## src/rtl/bht_storage_pkg.sv

```systemverilog
// =============================================================================
// Module   : bpu_pkg
// Brief    : Shared types and constants for the branch history table storage.
// Revision : 1.0 - initial release
// =============================================================================
`default_nettype none

package bpu_pkg;

  localparam int                   BHT_SETS     = 512;
  localparam int                   BHT_CNT_W    = 2;
  localparam int                   BHT_WAYS     = 4;
  localparam logic [BHT_CNT_W-1:0] BHT_INIT_CNT = 2'b01;

  typedef enum logic [0:0] {
    INIT = 1'b0,
    IDLE = 1'b1
  } bht_state_e;

  // One set: four 2-bit counters, slot 0 in the least significant bits.
  typedef logic [BHT_WAYS-1:0][BHT_CNT_W-1:0] bht_set_t;

endpackage

`default_nettype wire

```

## src/rtl/bht_storage_if.sv

```systemverilog
// =============================================================================
// Module   : bht_storage_if
// Brief    : BJU update bus, flush, frontend read port and ready of the BHT.
// Revision : 1.0 - initial release
// =============================================================================
`default_nettype none

interface bht_storage_if #(
  parameter int IDX_W = 9
);

  logic             bjusb_bht_write_enable;
  logic             bjusb_bht_valid_in;
  logic [IDX_W-1:0] bjusb_bht_write_index;
  logic [1:0]       bjusb_bht_write_counter_select;
  logic             bjusb_bht_write_inc;
  logic             bjusb_bht_write_dec;
  logic             bht_flush;
  logic             pred_rd_valid;
  logic [IDX_W-1:0] pred_rd_index;
  logic             pred_rd_data_valid;
  logic [7:0]       pred_rd_counters;
  logic [3:0]       pred_rd_taken;
  logic             bht_ready;

  modport master (
    output bjusb_bht_write_enable, bjusb_bht_valid_in, bjusb_bht_write_index,
           bjusb_bht_write_counter_select, bjusb_bht_write_inc, bjusb_bht_write_dec,
           bht_flush, pred_rd_valid, pred_rd_index,
    input  pred_rd_data_valid, pred_rd_counters, pred_rd_taken, bht_ready
  );

  modport slave (
    input  bjusb_bht_write_enable, bjusb_bht_valid_in, bjusb_bht_write_index,
           bjusb_bht_write_counter_select, bjusb_bht_write_inc, bjusb_bht_write_dec,
           bht_flush, pred_rd_valid, pred_rd_index,
    output pred_rd_data_valid, pred_rd_counters, pred_rd_taken, bht_ready
  );

endinterface

`default_nettype wire

```

## src/rtl/bht_storage_sat_cnt.sv

```systemverilog
// =============================================================================
// Module   : bht_sat_cnt
// Brief    : 2-bit saturating counter increment/decrement (combinational).
// Revision : 1.0 - initial release
// =============================================================================
`default_nettype none

module bht_sat_cnt
  import bpu_pkg::*;
(
  input  logic [BHT_CNT_W-1:0] cnt_in,
  input  logic                 inc,
  input  logic                 dec,
  output logic [BHT_CNT_W-1:0] cnt_out
);

  // Saturate at both ends; conflicting or absent requests leave the count alone.
  always_comb begin
    cnt_out = cnt_in;
    if (inc && !dec && (cnt_in != '1)) begin
      cnt_out = cnt_in + 1'b1;
    end else if (dec && !inc && (cnt_in != '0)) begin
      cnt_out = cnt_in - 1'b1;
    end
  end

endmodule

`default_nettype wire

```

## src/rtl/bht_storage.sv

```systemverilog
// =============================================================================
// Module   : bht_storage
// Brief    : Branch history table array: init sweep, BJU counter updates and
//            registered frontend set reads with write-first bypass.
// Revision : 1.0 - initial release
// =============================================================================
`default_nettype none

module bht_storage #(
  parameter int         BHTBTB_INDEX_WIDTH = 9,
  parameter logic [1:0] BHT_INIT_CNT       = 2'b01
) (
  input  logic         clock,
  input  logic         reset_n,
  bht_storage_if.slave bus
);

  import bpu_pkg::*;

  localparam int SETS = 1 << BHTBTB_INDEX_WIDTH;
  localparam logic [BHTBTB_INDEX_WIDTH:0] LAST_PTR = (BHTBTB_INDEX_WIDTH + 1)'(SETS - 1);

  bht_state_e                    r_state;
  bht_state_e                    w_state_nxt;
  logic [BHTBTB_INDEX_WIDTH:0]   r_sweep_ptr;
  logic [BHTBTB_INDEX_WIDTH:0]   w_sweep_ptr_nxt;
  bht_set_t                      r_bht [SETS];

  logic                          w_upd_fire;
  bht_set_t                      w_cur_set;
  bht_set_t                      w_upd_set;
  logic [BHT_CNT_W-1:0]          w_cur_cnt;
  logic [BHT_CNT_W-1:0]          w_new_cnt;

  logic                          w_rd_serve;
  bht_set_t                      w_rd_set;
  logic                          r_rd_data_valid;
  logic [7:0]                    r_rd_counters;

  // A flush in the same cycle wins over the update; INIT drops updates.
  assign w_upd_fire = (r_state == IDLE) && bus.bjusb_bht_write_enable &&
                      bus.bjusb_bht_valid_in && !bus.bht_flush;

  assign w_cur_set = r_bht[bus.bjusb_bht_write_index];
  assign w_cur_cnt = w_cur_set[bus.bjusb_bht_write_counter_select];

  bht_sat_cnt u_sat_cnt (
    .cnt_in  (w_cur_cnt),
    .inc     (bus.bjusb_bht_write_inc),
    .dec     (bus.bjusb_bht_write_dec),
    .cnt_out (w_new_cnt)
  );

  // Rebuild the set with only the selected counter replaced.
  always_comb begin
    w_upd_set = w_cur_set;
    w_upd_set[bus.bjusb_bht_write_counter_select] = w_new_cnt;
  end

  // Next-state logic: sweep every set once, flush restarts the sweep.
  always_comb begin
    w_state_nxt     = r_state;
    w_sweep_ptr_nxt = r_sweep_ptr;
    case (r_state)
      INIT: begin
        if (bus.bht_flush || (r_sweep_ptr == LAST_PTR)) begin
          w_sweep_ptr_nxt = '0;
          w_state_nxt     = bus.bht_flush ? INIT : IDLE;
        end else begin
          w_sweep_ptr_nxt = r_sweep_ptr + 1'b1;
        end
      end
      IDLE: begin
        if (bus.bht_flush) begin
          w_state_nxt     = INIT;
          w_sweep_ptr_nxt = '0;
        end
      end
      default: begin
        w_state_nxt     = INIT;
        w_sweep_ptr_nxt = '0;
      end
    endcase
  end

  // State and sweep pointer registers.
  always_ff @(posedge clock or negedge reset_n) begin
    if (!reset_n) begin
      r_state     <= INIT;
      r_sweep_ptr <= '0;
    end else begin
      r_state     <= w_state_nxt;
      r_sweep_ptr <= w_sweep_ptr_nxt;
    end
  end

  // Counter array: sweep writes during INIT, BJU updates during IDLE.
  always_ff @(posedge clock) begin
    if (r_state == INIT) begin
      r_bht[r_sweep_ptr[BHTBTB_INDEX_WIDTH-1:0]] <= {BHT_WAYS{BHT_INIT_CNT}};
    end else if (w_upd_fire) begin
      r_bht[bus.bjusb_bht_write_index] <= w_upd_set;
    end
  end

  // Reads are served only in a steady IDLE cycle; same-index update bypasses.
  assign w_rd_serve = bus.pred_rd_valid && (r_state == IDLE) && !bus.bht_flush;
  assign w_rd_set   = (w_upd_fire && (bus.bjusb_bht_write_index == bus.pred_rd_index))
                      ? w_upd_set : r_bht[bus.pred_rd_index];

  // Read register: holds last data when idle, zeroes on a refused read.
  always_ff @(posedge clock or negedge reset_n) begin
    if (!reset_n) begin
      r_rd_data_valid <= 1'b0;
      r_rd_counters   <= '0;
    end else begin
      r_rd_data_valid <= w_rd_serve;
      if (bus.pred_rd_valid) begin
        r_rd_counters <= w_rd_serve ? w_rd_set : '0;
      end
    end
  end

  assign bus.pred_rd_data_valid = r_rd_data_valid;
  assign bus.pred_rd_counters   = r_rd_counters;
  assign bus.bht_ready          = (r_state == IDLE);

  for (genvar gi = 0; gi < BHT_WAYS; gi++) begin : g_taken
    assign bus.pred_rd_taken[gi] = r_rd_counters[gi*BHT_CNT_W + BHT_CNT_W - 1];
  end

endmodule

`default_nettype wire

```

## src/flat_wrapper.sv

```systemverilog
// flat-port wrapper written by rule: the top's interface ports become plain ports
module bht_storage_flat import bpu_pkg::*;
#(
  parameter int         BHTBTB_INDEX_WIDTH = 9,
  parameter logic [1:0] BHT_INIT_CNT       = 2'b01
)
  (clock, reset_n, bus_bjusb_bht_write_enable, bus_bjusb_bht_valid_in, bus_bjusb_bht_write_index, bus_bjusb_bht_write_counter_select, bus_bjusb_bht_write_inc, bus_bjusb_bht_write_dec, bus_bht_flush, bus_pred_rd_valid, bus_pred_rd_index, bus_pred_rd_data_valid, bus_pred_rd_counters, bus_pred_rd_taken, bus_bht_ready);
  bht_storage_if #(.IDX_W(9)) bus_i ();
  input  logic clock;
  input  logic reset_n;
  input wire logic [$bits(bus_i.bjusb_bht_write_enable)-1:0] bus_bjusb_bht_write_enable;
  input wire logic [$bits(bus_i.bjusb_bht_valid_in)-1:0] bus_bjusb_bht_valid_in;
  input wire logic [$bits(bus_i.bjusb_bht_write_index)-1:0] bus_bjusb_bht_write_index;
  input wire logic [$bits(bus_i.bjusb_bht_write_counter_select)-1:0] bus_bjusb_bht_write_counter_select;
  input wire logic [$bits(bus_i.bjusb_bht_write_inc)-1:0] bus_bjusb_bht_write_inc;
  input wire logic [$bits(bus_i.bjusb_bht_write_dec)-1:0] bus_bjusb_bht_write_dec;
  input wire logic [$bits(bus_i.bht_flush)-1:0] bus_bht_flush;
  input wire logic [$bits(bus_i.pred_rd_valid)-1:0] bus_pred_rd_valid;
  input wire logic [$bits(bus_i.pred_rd_index)-1:0] bus_pred_rd_index;
  output wire logic [$bits(bus_i.pred_rd_data_valid)-1:0] bus_pred_rd_data_valid;
  output wire logic [$bits(bus_i.pred_rd_counters)-1:0] bus_pred_rd_counters;
  output wire logic [$bits(bus_i.pred_rd_taken)-1:0] bus_pred_rd_taken;
  output wire logic [$bits(bus_i.bht_ready)-1:0] bus_bht_ready;
  assign bus_i.bjusb_bht_write_enable = bus_bjusb_bht_write_enable;
  assign bus_i.bjusb_bht_valid_in = bus_bjusb_bht_valid_in;
  assign bus_i.bjusb_bht_write_index = bus_bjusb_bht_write_index;
  assign bus_i.bjusb_bht_write_counter_select = bus_bjusb_bht_write_counter_select;
  assign bus_i.bjusb_bht_write_inc = bus_bjusb_bht_write_inc;
  assign bus_i.bjusb_bht_write_dec = bus_bjusb_bht_write_dec;
  assign bus_i.bht_flush = bus_bht_flush;
  assign bus_i.pred_rd_valid = bus_pred_rd_valid;
  assign bus_i.pred_rd_index = bus_pred_rd_index;
  assign bus_pred_rd_data_valid = bus_i.pred_rd_data_valid;
  assign bus_pred_rd_counters = bus_i.pred_rd_counters;
  assign bus_pred_rd_taken = bus_i.pred_rd_taken;
  assign bus_bht_ready = bus_i.bht_ready;
  bht_storage #(.BHTBTB_INDEX_WIDTH(BHTBTB_INDEX_WIDTH), .BHT_INIT_CNT(BHT_INIT_CNT)) u_core (.clock(clock), .reset_n(reset_n), .bus(bus_i));
endmodule
```

## config.mk

```make
export PLATFORM = sky130hd
export DESIGN_NAME = bht_storage_flat
export DESIGN_NICKNAME = d
export VERILOG_FILES = /design/src/rtl/bht_storage_pkg.sv /design/src/rtl/bht_storage_if.sv /design/src/rtl/bht_storage_sat_cnt.sv /design/src/rtl/bht_storage.sv /design/src/flat_wrapper.sv
export SDC_FILE = /design/constraint.sdc
export NUM_CORES = 2
export LEC_CHECK = 0
export CAP_MARGIN = 20
export CORE_MARGIN = 4
export CORE_UTILIZATION = 30
export CTS_CLUSTER_SIZE = 16
export DETAILED_ROUTE_END_ITERATION = 7
export GPL_ROUTABILITY_DRIVEN = 0
export GPL_TIMING_DRIVEN = 1
export PLACE_DENSITY = 0.4
export SYNTH_ARGS = -nofsm -noshare
export SYNTH_HDL_FRONTEND = slang
export SYNTH_SLANG_ARGS = --single-unit
```

## constraint.sdc

```tcl
create_clock -name clock -period 16.7 [get_ports clock]
set_input_delay 3.34 -clock clock [delete_from_list [all_inputs] [get_ports clock]]
set_output_delay 3.34 -clock clock [all_outputs]
set_load 0.1 [all_outputs]
```

Word level (Yosys, flattened, before mapping)
Memory sizes are Yosys's and may differ from the RTL's.
Index checks and enable logic that the tools add are counted.

storage, ports and cells
  memory bits (writable) = 4096
  memories = 1
  bits of input ports = 28
  output and inout port bits = 14
  bits in registers = 20

memory list
  name          depth  width  read ports  clocked after memory_dff  write ports  line               source
  u_core.r_bht  512    8      2           0                         1            bht_storage.sv:27  bht_set_t r_bht [SETS];

cells by class
  equal/unequal tests = 4
  $add $sub $neg = 3
  reductions and logical operators = 17
  bitwise gates (word level) = 1
  $lt $le $gt $ge = 2
  multiplexer cells = 22

operators with widths
  kind                   number
  $mux 8                 3
  $mux 10                2
  $pmux 10 s2            1
  $logic_and 1x1->1      11
  $add 10x1->10 const B  1
  $eq 10x9->1 const B    1
  $eq 9x9->1             1
  $mux 9                 1
  $bwmux 8               1
  $mux 2                 4
  $reduce_or 8->1        1
  $mux 1                 7
  $bmux 2 s2             1
  $demux 2 s2            1
  $ne 2x2->1 const B     2
  $logic_not 1->1        3
  $lt 2x3->1 const B     1
  $add 2x1->2 const B    1
  $ge 2x1->1 const B     1
  $pmux 1 s2             1
  $reduce_bool 2->1      1
  $sub 2x1->2 const B    1
  $logic_or 1x1->1       1
  $not 1->1              1

Depth between registers and ports, before layout
An unclocked memory read counts as a cell.

  word-level depth = 10
  mapped depth = 22
  gate-level depth less buffers = 16

By module
A second synthesis with hierarchy kept.

second synthesis, totals
  cells, all modules = 10626
  area, all modules = 194749.3 µm²

modules (own cells, without submodules)
  module       times used  sequential area each (µm²)  cells an instance  area an instance (µm²)
  bht_storage  1           123498.4                    10612              194651.7
  bht_sat_cnt  1           0.0                         14                 97.6

Worst setup path after synthesis
No wires, ideal clock.

  path kind = input -> register
  start point = in bus_bjusb_bht_write_index[2]
  end point = mem u_core.r_bht[0][5] (netlist name) (data pin)
  library setup time = 1529 ps
  path slack = 1776 ps
  arrival time = 13395 ps
  path buffers = 5
  data required time = 15171 ps
  stages on the path = 18
  cell sequence = buf_4 > buf_4 > buf_2 > buf_4 > buf_1 > mux4_2 > mux4_2 > o22ai_1 > nor2_1 > nand2_1 > o22ai_1 > nor2_1 > inv_1 > ha_1 > nand2b_1 > o21a_1 > a211oi_2 > a22o_1

between the ends
  word-level cells in the longest chain between the ends = 9

RTL lines
  item                                                                 line                source
  start, declared                                                      flat_wrapper.sv:13  input wire logic [$bits(bus_i.bjusb_bht_write_index)-1:0] bus_bjusb_bht_write_index;
  $mem_v2 512x8 (*)                                                    n/a
  parallel branches: the longest is 6 deep, another holds $sub 2x1->2  n/a
  $bwmux 8 (*)                                                         bht_storage.sv:57   w_upd_set[bus.bjusb_bht_write_counter_select] = w_new_cnt;
  $mux 8 (no line) (*)                                                 n/a
  end, declared                                                        bht_storage.sv:27

Mark *: on every way between the ends. The select of a mux whose other input is x is not followed.

Final worst setup path
  start point = in bus_bjusb_bht_write_index[0]
  end point = mem u_core.r_bht[194][4] (netlist name) (data pin)

The elaborated chain is that of the path after synthesis.

==> run_results.csv <==
group,metric,value,unit
floorplan,num_rows,293,
sta,tightest_slew,1.70,ns
grt,antenna_found_initial,57,
run_status,violations,"slew limit",
drt,wire_per_inst,41.2,um
power,vdd.ir_drop.worst,86.9,uV
floorplan,fp.coreArea,637000,sq um
critical_path,critPathRequiredTime,17.38,ns
placement,place_area,205000,sq um
critical_path,cp.arrival,12.50,ns
sta,min_period,11.82,ns
clock_tree,cts.repair.resized,0,
placement,port_buffers,41,
sta,fmax,84.6,MHz
floorplan,die_area,652000,sq um
hold_path,min_path_type,"flop to flop",
yosys,synth-main-ff-cell,"edfxtp_1",
grt,grt_max_degree,225,
critical_path,regToRegSetupSlack,8.80,ns
critical_path,crit_type,"input port to flop",
sta,timing.final.ws_setup,4.88,ns
drt,ant_nets,0,
layout,final_common_cell,"edfxtp_1",
drt,first_pass_iters,5,
sta,setup_viol,0,
clock_tree,holdBufCountCts,0,
drt,first_iter_violations,12600,
critical_path,crit_fanout,85,
yosys,synthDominantCellAreaShare,64.1,%
clock_tree,cts_tree,"done",
yosys,syn_inst,8964,
layout,area_growth,14.9,%
grt,overflow,0,
critical_path,cp-end-kind,"flop",
sta,finalHoldViolCount,0,
yosys,synthArstFlopShare,0.486,%
clock_tree,cts_max_level,5,
yosys,synth_seq_area_share,64.4,%
grt,track_usage,22.4,%
yosys,synth_area_per_cell,21.4,sq um
sta,max_slew_margin,-13.4,%
yosys,synth-seq-cells,4116,
yosys,syn-cell-area,192000,sq um
floorplan,die_h,808,um
critical_path,startpoint_type,"input port",
clock_tree,numClockSinks,4116,
yosys,synth_area_leaders,"edfxtp_1, mux4_2, nor2_1, a22oi_1, buf_2",
sta,whs,0.569,ns
grt,grt_pass1_wl,1000000,um
placement,dp_slack,4.07,ns
drt,vias_per_cell,5.84,
clock_tree,cts_buffers,478,
yosys,synth-edff-count,4096,
sta,skew,0.0695,ns
clock_tree,cts_root_buf,"clkbuf_16",
sta,rsz0062_at_grt,"false",
clock_tree,insertion_delay,1.07,ns
floorplan,start_util,30.1,%
yosys,ys_types,72,
clock_tree,cts.clk_slew.worst_paths,0.06,ns
hold_path,hold_depth,1,
sta,fin_tns_setup,0,ns
drt,routed_wl,750000,um
drt,num_vias,106000,
yosys,yosys.area.top_type,"edfxtp_1",
clock_tree,cts.path.max_buffers,4,
sta,slew_viol_final,96,
yosys,synth_warnings,0,
sta,finalCritPeriodShare,70.8,%
layout,final_layout_size_suffix_gt1_share,40.3,%
critical_path,rr_worst_depth,17,
placement,place_hpwl,490000,um
power,power.leakage,76.5,nW
run,max-cap-violations,0,
grt,grt_pass1_vias,109000,
drt,drc,0,
yosys,syn-num-nets,8995,
clock_tree,cts_setup_buffers,0,
floorplan,die_x,808,um
power,power.density,103,nW/um^2
floorplan,pin_count,42,
layout,final_cell_mix,"edfxtp_1, mux4_2, buf_4",
layout,final_area,220000,sq um
run_status,status,"finished with violations",
layout,nets,9399,
-- kinds of logic after synthesis --
kind of cell | synth area share, %
flops | 64.4
mux | 29.5
simple gates | 2.27
buf+inv | 1.97
compound gates | 1.79
xor+xnor | 0.0776
fa+ha+maj | 0.0196
-- power breakdown --
part / internal, mW / total [mW] / switching, mW
Clock: 5.98 / 10.4 / 4.40
Combinational: 0.424 / 1.23 / 0.811
Sequential: 11.2 / 11.2 / 0.00276
-- worst paths after layout --
| path | from | to |
|---|---|---|
| setup / recovery | bus_bjusb_bht_write_index[0] | u_core.r_bht[194][4] |
| hold / removal | u_core.r_sweep_ptr[9] | u_core.r_sweep_ptr[9] |
| setup reg to reg | u_core.r_bht[450][6] | u_core.r_bht[194][4] |
| hold reg to reg | u_core.r_sweep_ptr[9] | u_core.r_sweep_ptr[9] |
| max in group asynchronous | reset_n | u_core.r_sweep_ptr[4] |
| min in group asynchronous | reset_n | u_core.bus.pred_rd_data_valid |
-- through the flow --
step / utilization, % / total power, mW / cells
floorplan: - / 12.1 / 8964
global placement: 32.0 / 12.7 / 17200
detailed placement: 32.2 / 12.7 / 17300
CTS: 34.5 / 23.1 / 18100
global route: 34.6 / 23.5 / 18200
finish: 34.6 / 22.8 / 18200
-- final cells by class --
cell class / count / area, sq um
diodes: 47 / 118
clock inverters: 289 / 2580
clock buffers: 574 / 12600
flip-flops and latches: 4116 / 123000
well taps: 8407 / 10500
repair buffers: 674 / 5920
inverters: 16 / 61.3
fillers: 59000 / 417000
multi-input cells: 4082 / 65200
-- registers in the layout (all words and copies together), names as in the netlist --
name and count:
u_core.bus.bht_ready 1, u_core.bus.pred_rd_counters 8, u_core.r_bht 4096, u_core.bus.pred_rd_data_valid 1, u_core.r_sweep_ptr 10
-- per-layer routing --
layer  routed length [um]  vias to the layer above  part of all wire [%]  GRT usage (%)
met3                50500                     1048                   6.7           3.88
met4                29900                       12                   4.0           7.58
li1                     -                    40500                     -              -
met2               361000                     4779                    48           36.6
met1               309000                    59900                    41           30.4
met5                   72                        -                0.0096              0
-- cells in the mapped netlist (55+ instances only) --
cell type,instances
nor2_1,565
mux2i_1,100
a21oi_1,81
buf_2,241
o22ai_1,55
buf_4,104
edfxtp_1,4096
buf_1,75
mux4_2,2452
clkbuf_1,302
nand2_1,173
a22oi_1,182
-- critical path, stage by stage --
cell and delay (ns):
buf_16 0.37, buf_4 0.65, buf_4 0.74, mux4_2 0.59, mux4_2 0.49, mux4_2 0.58
o22ai_1 0.74, nor2_1 0.36, nand2_1 0.24, o22ai_1 0.14, nor2_1 0.27, inv_1 0.11
ha_1 0.19, nand2b_1 0.17, o21ai_0 0.56, nand2_1 0.16, xnor2_1 0.21, nand2_4 0.68
buf_4 0.66, buf_4 0.78
(Power assumes the default switching activity.)
